## config.mk

```make
export PLATFORM = sky130hd
export DESIGN_NAME = counter
export DESIGN_NICKNAME = d
export VERILOG_FILES = /design/src/rtl/counter_pkg.sv /design/src/rtl/counter_next.sv /design/src/rtl/counter.sv
export SDC_FILE = /design/constraint.sdc
export NUM_CORES = 1
export LEC_CHECK = 0
export CORE_AREA = 4 4 41 43
export DETAILED_ROUTE_END_ITERATION = 8
export DIE_AREA = 0 0 45 47
export GPL_ROUTABILITY_DRIVEN = 0
export MAX_ROUTING_LAYER = met4
export PLACE_DENSITY = 0.65
export SLEW_MARGIN = 25
export SYNTH_ARGS = -nofsm -noshare
export SYNTH_HDL_FRONTEND = slang
export SYNTH_HIERARCHICAL = 1
export SYNTH_SLANG_ARGS = --single-unit
```

## constraint.sdc

```tcl
create_clock -name clk -period 3.54 [get_ports clk]
set_clock_uncertainty 0.15 [all_clocks]
set_input_delay 0.531 -clock clk [delete_from_list [all_inputs] [get_ports clk]]
set_output_delay 0.531 -clock clk [all_outputs]
set_load 0.005 [all_outputs]
```

## src/rtl/counter_pkg.sv

```systemverilog
// Shared constants and elaboration-time helpers for the parameterised up-counter.
// Everything here is evaluated at elaboration; nothing generates hardware.
package counter_pkg;

    localparam string ARCH_BEHAVIORAL = "BEHAVIORAL";

    // COUNT_TO is carried as a 32-bit int, so 2**DATA_WIDTH must stay representable.
    localparam int MAX_DATA_WIDTH = 30;

    function automatic int max_int(input int a, input int b);
        return (a > b) ? a : b;
    endfunction

    // Width wide enough to hold out + STEP and COUNT_TO without truncation.
    function automatic int cmp_width(input int data_width, input int count_to);
        int w_data;
        int w_to;
        w_data = data_width + 1;
        w_to   = (count_to > 1) ? ($clog2(count_to) + 1) : 2;
        return max_int(w_data, w_to);
    endfunction

    function automatic bit params_legal(
        input int data_width,
        input int count_from,
        input int count_to,
        input int step
    );
        longint range_top;
        if (data_width < 1 || data_width > MAX_DATA_WIDTH) begin
            return 1'b0;
        end
        range_top = longint'(1) << data_width;
        if (count_from < 0)                         return 1'b0;
        if (count_from >= count_to)                 return 1'b0;
        if (longint'(count_to) > range_top)         return 1'b0;
        if (step < 1)                               return 1'b0;
        if (step > (count_to - count_from))         return 1'b0;
        return 1'b1;
    endfunction

endpackage : counter_pkg

```

## src/rtl/counter_next.sv

```systemverilog
// Combinational next-value logic: adds STEP in a widened domain and
// restarts at COUNT_FROM once the sum reaches the exclusive bound.
module counter_next
    import counter_pkg::*;
#(
    parameter int DATA_WIDTH = 8,
    parameter int COUNT_FROM = 0,
    parameter int COUNT_TO   = 256,
    parameter int STEP       = 1,
    parameter int CMP_W      = 9
) (
    input  logic [DATA_WIDTH-1:0] cur_i,
    output logic [DATA_WIDTH-1:0] next_o,
    output logic                  wrap_o
);

    localparam logic [CMP_W-1:0]      STEP_W = CMP_W'(STEP);
    localparam logic [CMP_W-1:0]      TO_W   = CMP_W'(COUNT_TO);
    localparam logic [DATA_WIDTH-1:0] FROM_D = DATA_WIDTH'(COUNT_FROM);

    logic [CMP_W-1:0] sum;

    // Overshoot past COUNT_TO is dropped: wrap lands exactly on COUNT_FROM.
    always_comb begin
        sum    = CMP_W'(cur_i) + STEP_W;
        wrap_o = (sum >= TO_W);
        next_o = wrap_o ? FROM_D : sum[DATA_WIDTH-1:0];
    end

endmodule : counter_next

```

## src/rtl/counter.sv

```systemverilog
// Free-running up-counter with enable, programmable start, exclusive terminal
// value and step. Reset (active-low, synchronous) takes priority over enable.
module counter
    import counter_pkg::*;
#(
    parameter string ARCHITECTURE = "BEHAVIORAL",
    parameter int    DATA_WIDTH   = 8,
    parameter int    COUNT_FROM   = 0,
    parameter int    COUNT_TO     = 2 ** DATA_WIDTH,
    parameter int    STEP         = 1
) (
    input  logic                  clk,
    input  logic                  rst,
    input  logic                  en,
    output logic [DATA_WIDTH-1:0] out
);

    localparam int CMP_W = cmp_width(DATA_WIDTH, COUNT_TO);

    if (!params_legal(DATA_WIDTH, COUNT_FROM, COUNT_TO, STEP)) begin : g_bad_params
        $error("counter: illegal parameters DATA_WIDTH=%0d COUNT_FROM=%0d COUNT_TO=%0d STEP=%0d",
               DATA_WIDTH, COUNT_FROM, COUNT_TO, STEP);
    end

    if (ARCHITECTURE == ARCH_BEHAVIORAL) begin : g_behavioral
        localparam logic [DATA_WIDTH-1:0] FROM_D = DATA_WIDTH'(COUNT_FROM);

        logic [DATA_WIDTH-1:0] count_q;
        logic [DATA_WIDTH-1:0] count_d;
        logic [DATA_WIDTH-1:0] step_val;
        logic                  wrap;

        counter_next #(
            .DATA_WIDTH (DATA_WIDTH),
            .COUNT_FROM (COUNT_FROM),
            .COUNT_TO   (COUNT_TO),
            .STEP       (STEP),
            .CMP_W      (CMP_W)
        ) u_next (
            .cur_i  (count_q),
            .next_o (step_val),
            .wrap_o (wrap)
        );

        always_comb begin
            count_d = en ? step_val : count_q;
        end

        // Reset is checked first so an X on en cannot leak into the count.
        always_ff @(posedge clk) begin
            if (!rst) begin
                count_q <= FROM_D;
            end else begin
                count_q <= count_d;
            end
        end

        assign out = count_q;
    end else begin : g_unsupported
        $error("counter: unsupported ARCHITECTURE \"%s\"", ARCHITECTURE);
        assign out = '0;
    end

endmodule : counter

```

Word-level counts from Yosys, hierarchy flattened
Index checks and enable logic that the tools add are counted.
Widths: inputs -> output; s select.
{"block": "word_totals", "elab_cells": 4, "latchBits": 0, "reg_bits": 8, "out_inout_bits": 8, "n_memories": 0, "ram_bits": 0, "rom_bits": 0, "in_bits": 3}
{"block": "op_classes", "order_cmp": 1, "bitwise_logic": 0, "n_mux": 1, "n_mul": 0, "reduce_logical": 0, "shift": 0, "n_eq_ne": 0, "n_addsub": 1, "n_div": 0}
{"cell": "$add 8x1->9 const B", "count": 1}
{"cell": "$ge 9x9->1 const B", "count": 1}
{"cell": "$mux 8", "count": 1}

Longest topological paths before layout
Gate-level depths: netlist of the first run.
{"block": "depth", "ltp_word": 3, "depth_mapped": 6, "ltp_nobuf": 6}

By module
The synthesis of the first run kept the hierarchy.
{"mod": "counter", "cells_each": 25, "area_each_um2": 301.5, "seq_area_each_um2": 160.2, "n_inst": 1}
{"mod": "counter_next", "cells_each": 26, "area_each_um2": 156.4, "seq_area_each_um2": 0.0, "n_inst": 1}

Worst setup path after synthesis of the first run
No wires, ideal clock.
{"block": "synth_path", "path_kind": "register to register", "startpoint": "register g_behavioral.count_q[0], in the netlist out[0]", "endpoint": "register g_behavioral.count_q[3], in the netlist out[3]", "n_path_buf": 0, "path_stages_with_launch": 7, "period_less_slack_ns": 1.405, "path_slack_ns": 2.135, "arrival_time_ns": 1.139, "t_required_ns": 3.274, "setup_ns": 0.116, "cell_sequence": "dfxtp_1 ha_1 nand3_1 nor2_1 nor2_1 mux2i_1 nor2b_1"}
{"block": "synth_via", "elab_chain_cells": 3}
{"item": "from (decl)", "line_no": "counter.sv:28", "text": "logic [DATA_WIDTH-1:0] count_q;"}
{"item": "from (signal assigned)", "line_no": "counter.sv:54", "text": "count_q <= count_d;"}
{"item": "$add 8x1->9", "line_no": "counter_next.sv:25", "text": "sum = CMP_W'(cur_i) + STEP_W;"}
{"item": "$ge 9x9->1", "line_no": "counter_next.sv:26", "text": "wrap_o = (sum >= TO_W);"}
{"item": "via g_behavioral.wrap", "line_no": "counter.sv:31", "text": "logic wrap;"}
{"item": "$mux 8", "line_no": "counter_next.sv:27", "text": "next_o = wrap_o ? FROM_D : sum[DATA_WIDTH-1:0];"}
{"item": "via g_behavioral.step_val[3]", "line_no": "counter.sv:30", "text": "logic [DATA_WIDTH-1:0] step_val;"}
The timed path passes the listed nets, and every way through them passes these cells.
A chain may end at the register's enable or synchronous reset.

Worst setup path after layout of the first run
{"block": "layout_path", "startpoint": "register g_behavioral.count_q[2], in the netlist out[2]", "endpoint": "output port out[2]"}
{"item": "to (decl)", "line_no": "counter.sv:15", "text": "output logic [DATA_WIDTH-1:0] out"}
No word-level cell between the ends.

==> flow_summary.json, run 1 <==
{
  "crit_chain": "clkdlybuf4s50_1",
  "drive_gt1_share_pct": 6.35,
  "core-area_sq_um": 1300,
  "io_buffers": 10,
  "clock_sinks": 8,
  "path_delay_family": "buffers and inverters",
  "area_delta_synth_final_pct": 28.4,
  "die_y_um": 47,
  "status": "finished, final reports clean",
  "cts.clk_slew.worst_paths_ps": 60,
  "cts_root_buf": "clkbuf_4",
  "drv_cap": 0,
  "leakage_nw": 0.224,
  "synthesis.area_sq_um": 458,
  "grt_max_degree": 9,
  "cts_setup_buffers": 0,
  "drt-initial-drc-count": 2,
  "cts_tree": "yes",
  "tns_ps": 0,
  "floorplan.rows": 13,
  "critPathBufInv": 1,
  "worst_ep_arrival_time_ps": 1280,
  "post_drt_via_cell_ratio": 5.00,
  "track_usage_pct": 9.80,
  "diodes": 0,
  "ys_seq_elements": 8,
  "hold_class": "flop to flop",
  "finalHoldViolCount": 0,
  "nets": 69,
  "drtAntennaViolNets": 0,
  "globalRouteOverflowTotal": 0,
  "max-slew-margin-rel_pct": 68.5,
  "ir_drop_uv": 207,
  "power_density_nw_per_um2": 315,
  "cpMaxStageDelayCell": "clkdlybuf4s50_1",
  "cts_hold_buf": 0,
  "drc_errors": 0,
  "max_stage_delay_ps": 570,
  "wl_met3_um": 65,
  "rsz0062_at_grt": "no",
  "hp-start": "out[6]",
  "p_comb_share_pct": 10.5,
  "syn-num-nets": 55,
  "start_kind": "flop",
  "cts-htree-levels": 1,
  "initial_core_util_pct": 35.2,
  "ys_types": 17,
  "crit_type": "flop to primary output",
  "power_frac_clock_pct": 37.7,
  "clock.fmax_ghz": 0.509,
  "die_x_um": 45,
  "regArea_sq_um": 160,
  "netSwitchingFraction_pct": 22.8,
  "preCtsSetupSlack_ps": 1660,
  "wl_per_cell_um": 11.4,
  "met1_length_um": 441,
  "fin_cells": 78,
  "drv_slew": 0,
  "io_pins": 11,
  "vias": 390,
  "syn_inst": 51,
  "ctsLongestPathBuffers": 2,
  "path_max_fanout": 7,
  "fill_cells": 136,
  "period_minus_slack_ps": 1970,
  "antenna_found_initial": 0,
  "multi_input_area_sq_um": 275,
  "sequentialPowerShare_pct": 51.8,
  "setup_viol": 0,
  "drt_wl_total_um": 887,
  "grt_pass1_vias": 325,
  "topRoutingLayerUsed": "met4",
  "cp-end-kind": "primary output",
  "dieArea_sq_um": 2120,
  "r2r-start": "out[0]",
  "cts-resized-gates": 0,
  "fin_ws_ps": 1570,
  "clkLatencyLatePin_ps": 250,
  "wl_met2_um": 375,
  "finalCritPeriodShare_pct": 55.5,
  "power.switching_mw": 0.0423,
  "cts-buffers-inserted": 3,
  "p_int_mw": 0.143,
  "grt_pass1_wl_um": 1380,
  "dr.pass1.iters": 3,
  "ys_warn_count": 6,
  "hpwl_um": 644,
  "largest_register_ffs": 8,
  "worstMarginPinSlew_ps": 471,
  "crit_required_ps": 2860,
  "syn_area_per_cell_sq_um": 8.98,
  "yosysSeqAreaShare_pct": 35.0,
  "dp_cells": 75,
  "crit_start": "out[2]"
}
==> cell families (layout without fill, tap and decap cells) <==
family	count (synthesis)	after routing	share of synthesized area [%]
adder cells (fa/ha/maj)	1	1	2.73
XOR/XNOR	4	4	7.65
AO/OA/AOI/OAI	5	5	6.01
buffers and inverters	4	16	4.92
flip-flops	8	8	35.0
AND/OR/NAND/NOR	21	21	26.2
multiplexers	8	8	17.5
==> per-stage QoR <==
stage	instance area, sq um	power (mW)	hold WS [ps]	util (%)
3_5_place_dp	566	0.117	398	43.5
4_1_cts	588	0.191	407	45.2
6_report	588	0.185	403	45.2
2_1_floorplan	458	0.109	386	-
3_3_place_gp	566	0.117	403	43.5
5_1_grt	588	0.197	455	45.2
==> worst paths after layout <==
check,endpoint,slack [ps],depth (start not counted)
worst max-delay path,out[2],1570,1
worst min-delay path,out[6],400,2
worst max register to register,out[0],1930,6
worst min register to register,out[6],400,2
==> metal layers <==
layer	global-route usage, %	vias up
met1	12.1	178
li1	-	200
met5	-	-
met4	1.75	0
met2	13.8	10
met3	5.75	2
==> layout by cell type (no fill, tap or decap) <==
cell type | Yosys | layout
o31ai_1 | 1 | 1
or3_1 | 2 | 2
inv_1 | 3 | 3
xnor2_1 | 2 | 2
dfxtp_1 | 8 | 8
nand3_1 | 4 | 4
o21ai_1 | 1 | 1
o21ai_0 | 1 | 1
nor2_1 | 4 | 4
nor2b_1 | 9 | 9
clkdlybuf4s50_1 | 0 | 10
nand2_1 | 1 | 1
clkbuf_4 | 0 | 3
nand4_2 | 1 | 1
xor2_1 | 2 | 2
ha_1 | 1 | 1
mux2i_1 | 8 | 8
a21oi_1 | 2 | 2
==> area by class of cell <==
| class | count | share of cell area [%] |
|---|---|---|
| Clock buffer | 3 | 3.83 |
| Timing Repair Buffer | 10 | 17.0 |
| Tap cell | 15 | 3.19 |
| Sequential cell | 8 | 27.2 |
| Multi-Input combinational cell | 39 | 46.8 |
| Inverter | 3 | 1.91 |
==> power groups by stage <==
stage	Sequential, mW	Clock, mW	Combinational (mW)
floorplan	0.0973	0	0.0118
global route	0.0963	0.0789	0.0216
finish	0.0960	0.0698	0.0195
global placement	0.0977	0	0.0194
detailed placement	0.0977	0	0.0197
CTS	0.0958	0.0751	0.0198
==> synthesized netlist by cell type <==
cell / instances / area (sq um)
buf_6: 1 / 11.3
nand2_1: 1 / 3.75
o21ai_1: 1 / 5.00
a21oi_1: 2 / 10.0
or3_1: 2 / 12.5
nor2_1: 4 / 15.0
ha_1: 1 / 12.5
nand3_1: 4 / 20.0
o21ai_0: 1 / 5.00
nand4_2: 1 / 12.5
xnor2_1: 2 / 17.5
nor2b_1: 9 / 56.3
xor2_1: 2 / 17.5
mux2i_1: 8 / 80.1
dfxtp_1: 8 / 160
o31ai_1: 1 / 7.51
inv_1: 3 / 11.3
No activity file was read; power rests on OpenSTA's default activity.
==> inputs of run 2 (changes only) <==
==> constraint.sdc (replaced) <==
create_clock -name clk -period 1.9 [get_ports clk]
set_clock_uncertainty 0.15 [all_clocks]
set_input_delay 0.285 -clock clk [delete_from_list [all_inputs] [get_ports clk]]
set_output_delay 0.285 -clock clk [all_outputs]
set_load 0.005 [all_outputs]
==> run 2 against run 1 <==
Effect of this change:
- cell area is 1.3% higher
- via count shrank 4.6%
- critical path type unchanged
- global-route usage increased by 0.18 points
- register-to-register slack lost 1600 ps
- combinational power up 94%
- critical path depth unchanged
- die area unchanged
- largest power group unchanged
- sequential share of layout area decreased by 0.34 points
- clock-buffer cell count stayed put
- highest routed layer unchanged
- flip-flop and latch count unchanged
- largest cell class unchanged
- power increased by 89%
- clock power rose by 91%
==> flow_summary.json, run 2 (synthesis gave the netlist of run 1 again) <==
{
  "status": "finished, final reports clean",
  "drv_cap": 0,
  "sequentialPowerShare_pct": 51.1,
  "p_int_mw": 0.268,
  "cts_root_buf": "clkbuf_4",
  "p_total_mw": 0.349,
  "core-area_sq_um": 1300,
  "initial_core_util_pct": 35.2,
  "power_density_nw_per_um2": 587,
  "wl_per_cell_um": 10.7,
  "grt_max_degree": 9,
  "critPathBufInv": 1,
  "min_path_cells": 2,
  "dr.pass1.iters": 2,
  "tns_ps": 0,
  "r2r-start": "out[1]",
  "cts-buffers-inserted": 3,
  "cpMaxStageDelayCell": "clkdlybuf4s50_1",
  "die_x_um": 45,
  "nets": 70,
  "floorplan.rows": 13,
  "period_minus_slack_ps": 1700,
  "track_usage_pct": 9.98,
  "die_y_um": 47,
  "ctsLongestPathBuffers": 2,
  "cp-end-kind": "primary output",
  "drt_wl_total_um": 848,
  "r2r_end": "out[1]",
  "cts_hold_buf": 0,
  "final_common_cell": "clkdlybuf4s50_1",
  "worstMarginPinSlew_ps": 248,
  "clock.fmax_ghz": 0.588,
  "clkLatencyLatePin_ps": 260,
  "antenna_found_initial": 0,
  "crit_required_ps": 1460,
  "finalHoldViolCount": 0,
  "path_max_fanout": 7,
  "diodes": 0,
  "cts_tree": "yes",
  "cts-htree-levels": 1,
  "max-slew-margin-rel_pct": 83.4,
  "max_stage_delay_ps": 550,
  "crit_chain": "clkdlybuf4s50_1",
  "dieArea_sq_um": 2120,
  "globalRouteOverflowTotal": 0,
  "drv_slew": 0,
  "start_kind": "flop",
  "netSwitchingFraction_pct": 23.4,
  "finalCritPeriodShare_pct": 89.5,
  "crit_type": "flop to primary output",
  "drt-initial-drc-count": 1,
  "power_frac_clock_pct": 38.1,
  "ff2ff_setup_slack_ps": 360,
  "io_buffers": 10,
  "area_delta_synth_final_pct": 30.1,
  "cts-resized-gates": 0,
  "leakage_nw": 0.229,
  "power.switching_mw": 0.0817,
  "rr_worst_depth": 6,
  "cts.clk_slew.worst_paths_ps": 60,
  "post_drt_via_cell_ratio": 4.71,
  "ir_drop_uv": 302,
  "drtAntennaViolNets": 0,
  "hold_class": "flop to flop",
  "drc_errors": 0,
  "vias": 372,
  "largest_register_ffs": 8,
  "setup_viol": 0,
  "p_comb_share_pct": 10.8,
  "rsz0062_at_grt": "no",
  "drive_gt1_share_pct": 7.81,
  "hold_end": "out[6]",
  "grt_pass1_wl_um": 1370,
  "hp-start": "out[6]",
  "path_delay_family": "buffers and inverters",
  "worst_ep_arrival_time_ps": 1270,
  "mostFrequentLayoutCells": "clkdlybuf4s50_1 (10), nor2b_1 (9), mux2i_1 (8), dfxtp_1 (8)",
  "cts_setup_buffers": 0,
  "clock_sinks": 8,
  "grt_pass1_vias": 324,
  "io_pins": 11,
  "utilization_pct": 45.8
}
## run 2: changes by cell type in the layout (fill, tap and decap cells not counted), sizes merged
cell | before | now
buf | 0 | 1
## run 2: worst max-delay path by stage
stage,startpoint,end,slack [ps],depth (start not counted)
2_1_floorplan,out[0],out[3],500,6
3_5_place_dp,out[1],out[3],360,6
6_report,out[2],out[2],200,1
5_1_grt,out[2],out[2],120,1
3_3_place_gp,out[0],out[0],380,6
4_1_cts,out[2],out[2],170,1
## run 2: cell type report
cell class / instances / area, sq um
inverters: 3 / 11.3
flip-flops and latches: 8 / 160
repair buffers: 11 / 108
well taps: 15 / 18.8
fillers: 137 / 706
multi-input cells: 39 / 275
clock buffers: 3 / 22.5
## run 2: power groups by stage
stage	clock network [mW]	registers [mW]	logic, mW
6_report	0.133	0.178	0.0379
3_3_place_gp	0	0.182	0.0381
5_1_grt	0.149	0.179	0.0417
3_5_place_dp	0	0.182	0.0383
2_1_floorplan	0	0.181	0.0221
4_1_cts	0.139	0.179	0.0386
## run 2: per-layer routing
metal  vias to the layer above  wire [um]  global-route usage (%)
met1                       164        430                    13.1
met4                         0          6                    10.5
met3                         2         36                    2.30
met2                         7        375                    11.6
li1                        199          -                       -
met5                         -          0                       -
## run 2: per-stage QoR
step,setup slack [ps],hold WS (ps),std cells,instance area (sq um)
floorplan,495,263,51,458
global placement,383,401,76,573
detailed placement,362,402,76,573
CTS,175,411,79,596
global route,121,450,79,596
finish,199,402,79,596
==> inputs of run 3 (changes only) <==
--- a/config.mk
+++ b/config.mk
@@ -10,9 +10,8 @@
 export DIE_AREA = 0 0 45 47
 export GPL_ROUTABILITY_DRIVEN = 0
 export MAX_ROUTING_LAYER = met4
-export PLACE_DENSITY = 0.65
+export PLACE_DENSITY = 0.57
 export SLEW_MARGIN = 25
 export SYNTH_ARGS = -nofsm -noshare
 export SYNTH_HDL_FRONTEND = slang
-export SYNTH_HIERARCHICAL = 1
 export SYNTH_SLANG_ARGS = --single-unit
==> run 3 against run 2 <==
Effect of this change:
- power increased by 0.34%
- clock-buffer cell count unchanged
- critical path depth unchanged
- synthesized area decreased by 20%
- non-clock buffer count increased by 3
- clock power about the same
- utilization decreased by 5.1 points
- critical endpoint unchanged
- largest power group unchanged
- highest routed layer is now met3
==> flow_summary.json, run 3 <==
{
  "status": "finished, final reports clean",
  "path_delay_family": "buffers and inverters",
  "worstMarginPinSlew_ps": 252,
  "fill_cells": 142,
  "max-slew-margin-rel_pct": 83.2,
  "ys_seq_elements": 8,
  "cts.clk_slew.worst_paths_ps": 60,
  "power.switching_mw": 0.0818,
  "wl_per_cell_um": 11.3,
  "crit_chain": "clkdlybuf4s50_1",
  "vias": 354,
  "cts_tree": "yes",
  "drt-initial-drc-count": 1,
  "utilization_pct": 40.7,
  "clkLatencyLatePin_ps": 250,
  "max_stage_delay_ps": 550,
  "mostFrequentLayoutCells": "clkdlybuf4s50_1 (10), dfxtp_1 (8), nand2_1 (5), nor2_1 (5)",
  "sequentialPowerShare_pct": 50.7,
  "setup_viol": 0,
  "start_kind": "flop",
  "drc_errors": 0,
  "io_buffers": 10,
  "power_density_nw_per_um2": 662,
  "yosysSeqAreaShare_pct": 43.8,
  "yosys.area.top_type": "dfxtp_1",
  "clock.fmax_ghz": 0.588,
  "cts-htree-levels": 1,
  "drv_cap": 0,
  "yosys-top-cells-area": "dfxtp_1 (44%), xor2_1 (7.2%), a21oi_1 (5.5%)",
  "rsz0062_at_grt": "no",
  "leakage_nw": 0.201,
  "syn_area_per_cell_sq_um": 8.91,
  "placed_area_sq_um": 507,
  "post_drt_via_cell_ratio": 4.92,
  "tns_ps": 0,
  "critPathBufInv": 1,
  "cts-resized-gates": 0,
  "die_y_um": 47,
  "antenna_found_initial": 0,
  "async_flop_share_pct": 0,
  "track_usage_pct": 9.64,
  "netSwitchingFraction_pct": 23.3,
  "diodes": 0,
  "path_max_fanout": 5,
  "ir_drop_uv": 410,
  "ys_warn_count": 0,
  "area_delta_synth_final_pct": 44.9,
  "finalCritPeriodShare_pct": 89.5,
  "cts-buffers-inserted": 3,
  "worst_ep_arrival_time_ps": 1270,
  "synthTopCellsByCount": "dfxtp_1 (8), nand2_1 (5), nor2_1 (5)",
  "p_int_mw": 0.269,
  "grtUsageMet2_pct": 15.3,
  "grt_busiest_layer": "met2",
  "p_comb_share_pct": 11.8,
  "dr.pass1.iters": 2,
  "finalHoldViolCount": 0,
  "synth_top_area_share_pct": 43.8,
  "clock_sinks": 8,
  "ctsLongestPathBuffers": 2,
  "nets": 63,
  "syn-num-nets": 45,
  "ys_types": 17,
  "drive_gt1_share_pct": 14.0,
  "dieArea_sq_um": 2120,
  "regArea_sq_um": 160,
  "hpwl_um": 634,
  "drv_slew": 0,
  "die_x_um": 45,
  "final_area_sq_um": 529,
  "io_pins": 11,
  "drtAntennaViolNets": 0,
  "met3_usage_pct": 5.75,
  "syn_inst": 41,
  "floorplan.rows": 13,
  "synthesis.area_sq_um": 365,
  "cts_root_buf": "clkbuf_4",
  "hold_class": "flop to flop",
  "grt_pass1_wl_um": 1350,
  "largest_register_ffs": 8,
  "cp-end-kind": "primary output",
  "crit_required_ps": 1460,
  "crit_type": "flop to primary output",
  "power_frac_clock_pct": 37.5,
  "grt_max_degree": 8,
  "synthFlopType": "dfxtp_1",
  "yosysMostFrequentCell": "dfxtp_1",
  "cts_setup_buffers": 0,
  "grt_pass1_vias": 328,
  "grt.met1_usage_pct": 9.82,
  "cts_hold_buf": 0,
  "globalRouteOverflowTotal": 0,
  "drt_wl_total_um": 814,
  "core-area_sq_um": 1300,
  "cpMaxStageDelayCell": "clkdlybuf4s50_1",
  "synth-edff-count": 0,
  "initial_core_util_pct": 28.1,
  "period_minus_slack_ps": 1700,
  "multi_input_area_sq_um": 194,
  "final_common_cell": "clkdlybuf4s50_1"
}
run 3: changes by cell type in the layout (fill, tap and decap cells not counted), moves of 2 or more:
cell,delta
buf_4,+3
nand4_1,+2
inv_1,-2
nand2_1,+4
a21oi_1,+2
nand3_1,-4
mux2i_1,-7
nor2b_1,-9
run 3: cells by family (layout without fill, tap and decap cells):
group | count (synthesis) | count (layout) | synth area share [%]
buffers and inverters | 2 | 18 | 3.08
AO/OA/AOI/OAI | 9 | 9 | 14.7
flip-flops | 8 | 8 | 43.8
XOR/XNOR | 4 | 4 | 9.59
adder cells (fa/ha/maj) | 1 | 1 | 3.42
multiplexers | 1 | 1 | 2.74
AND/OR/NAND/NOR | 16 | 16 | 22.6
run 3: area by class of cell:
cell class / count / share of cell area [%]
Sequential cell: 8 / 30.3
Timing Repair Buffer: 14 / 24.6
Tap cell: 15 / 3.55
Inverter: 1 / 0.709
Clock buffer: 3 / 4.26
Multi-Input combinational cell: 31 / 36.6
run 3: path summary, 6_finish.rpt:
| kind | from | end | slack, ps | cells past startpoint |
|---|---|---|---|---|
| max | out[2] | out[2] | 200 | 1 |
| min | out[7] | out[7] | 370 | 2 |
| max reg2reg | out[1] | out[1] | 370 | 5 |
| min reg2reg | out[7] | out[7] | 370 | 2 |
run 3: power by group through the flow:
| stage | clock network [mW] | registers [mW] | logic [mW] |
|---|---|---|---|
| after floorplan | 0 | 0.183 | 0.0166 |
| after global placement | 0 | 0.181 | 0.0415 |
| after detailed placement | 0 | 0.181 | 0.0413 |
| after CTS | 0.132 | 0.178 | 0.0415 |
| after global routing | 0.146 | 0.178 | 0.0451 |
| final | 0.131 | 0.178 | 0.0413 |
run 3: through the flow:
| step | power (mW) | hold WS (ps) | setup WS [ps] | std cells |
|---|---|---|---|---|
| floorplan | 0.200 | 308 | 480 | 41 |
| global placement | 0.223 | 358 | 161 | 69 |
| detailed placement | 0.223 | 361 | 143 | 69 |
| CTS | 0.352 | 371 | 206 | 72 |
| global route | 0.369 | 403 | 138 | 72 |
| finish | 0.351 | 369 | 199 | 72 |
run 3: layer usage:
metal / wire length [um] / part of all wire (%)
met4: 0 / 0
met2: 391 / 48
met5: 0 / 0
met1: 377 / 46
met3: 45 / 5.5
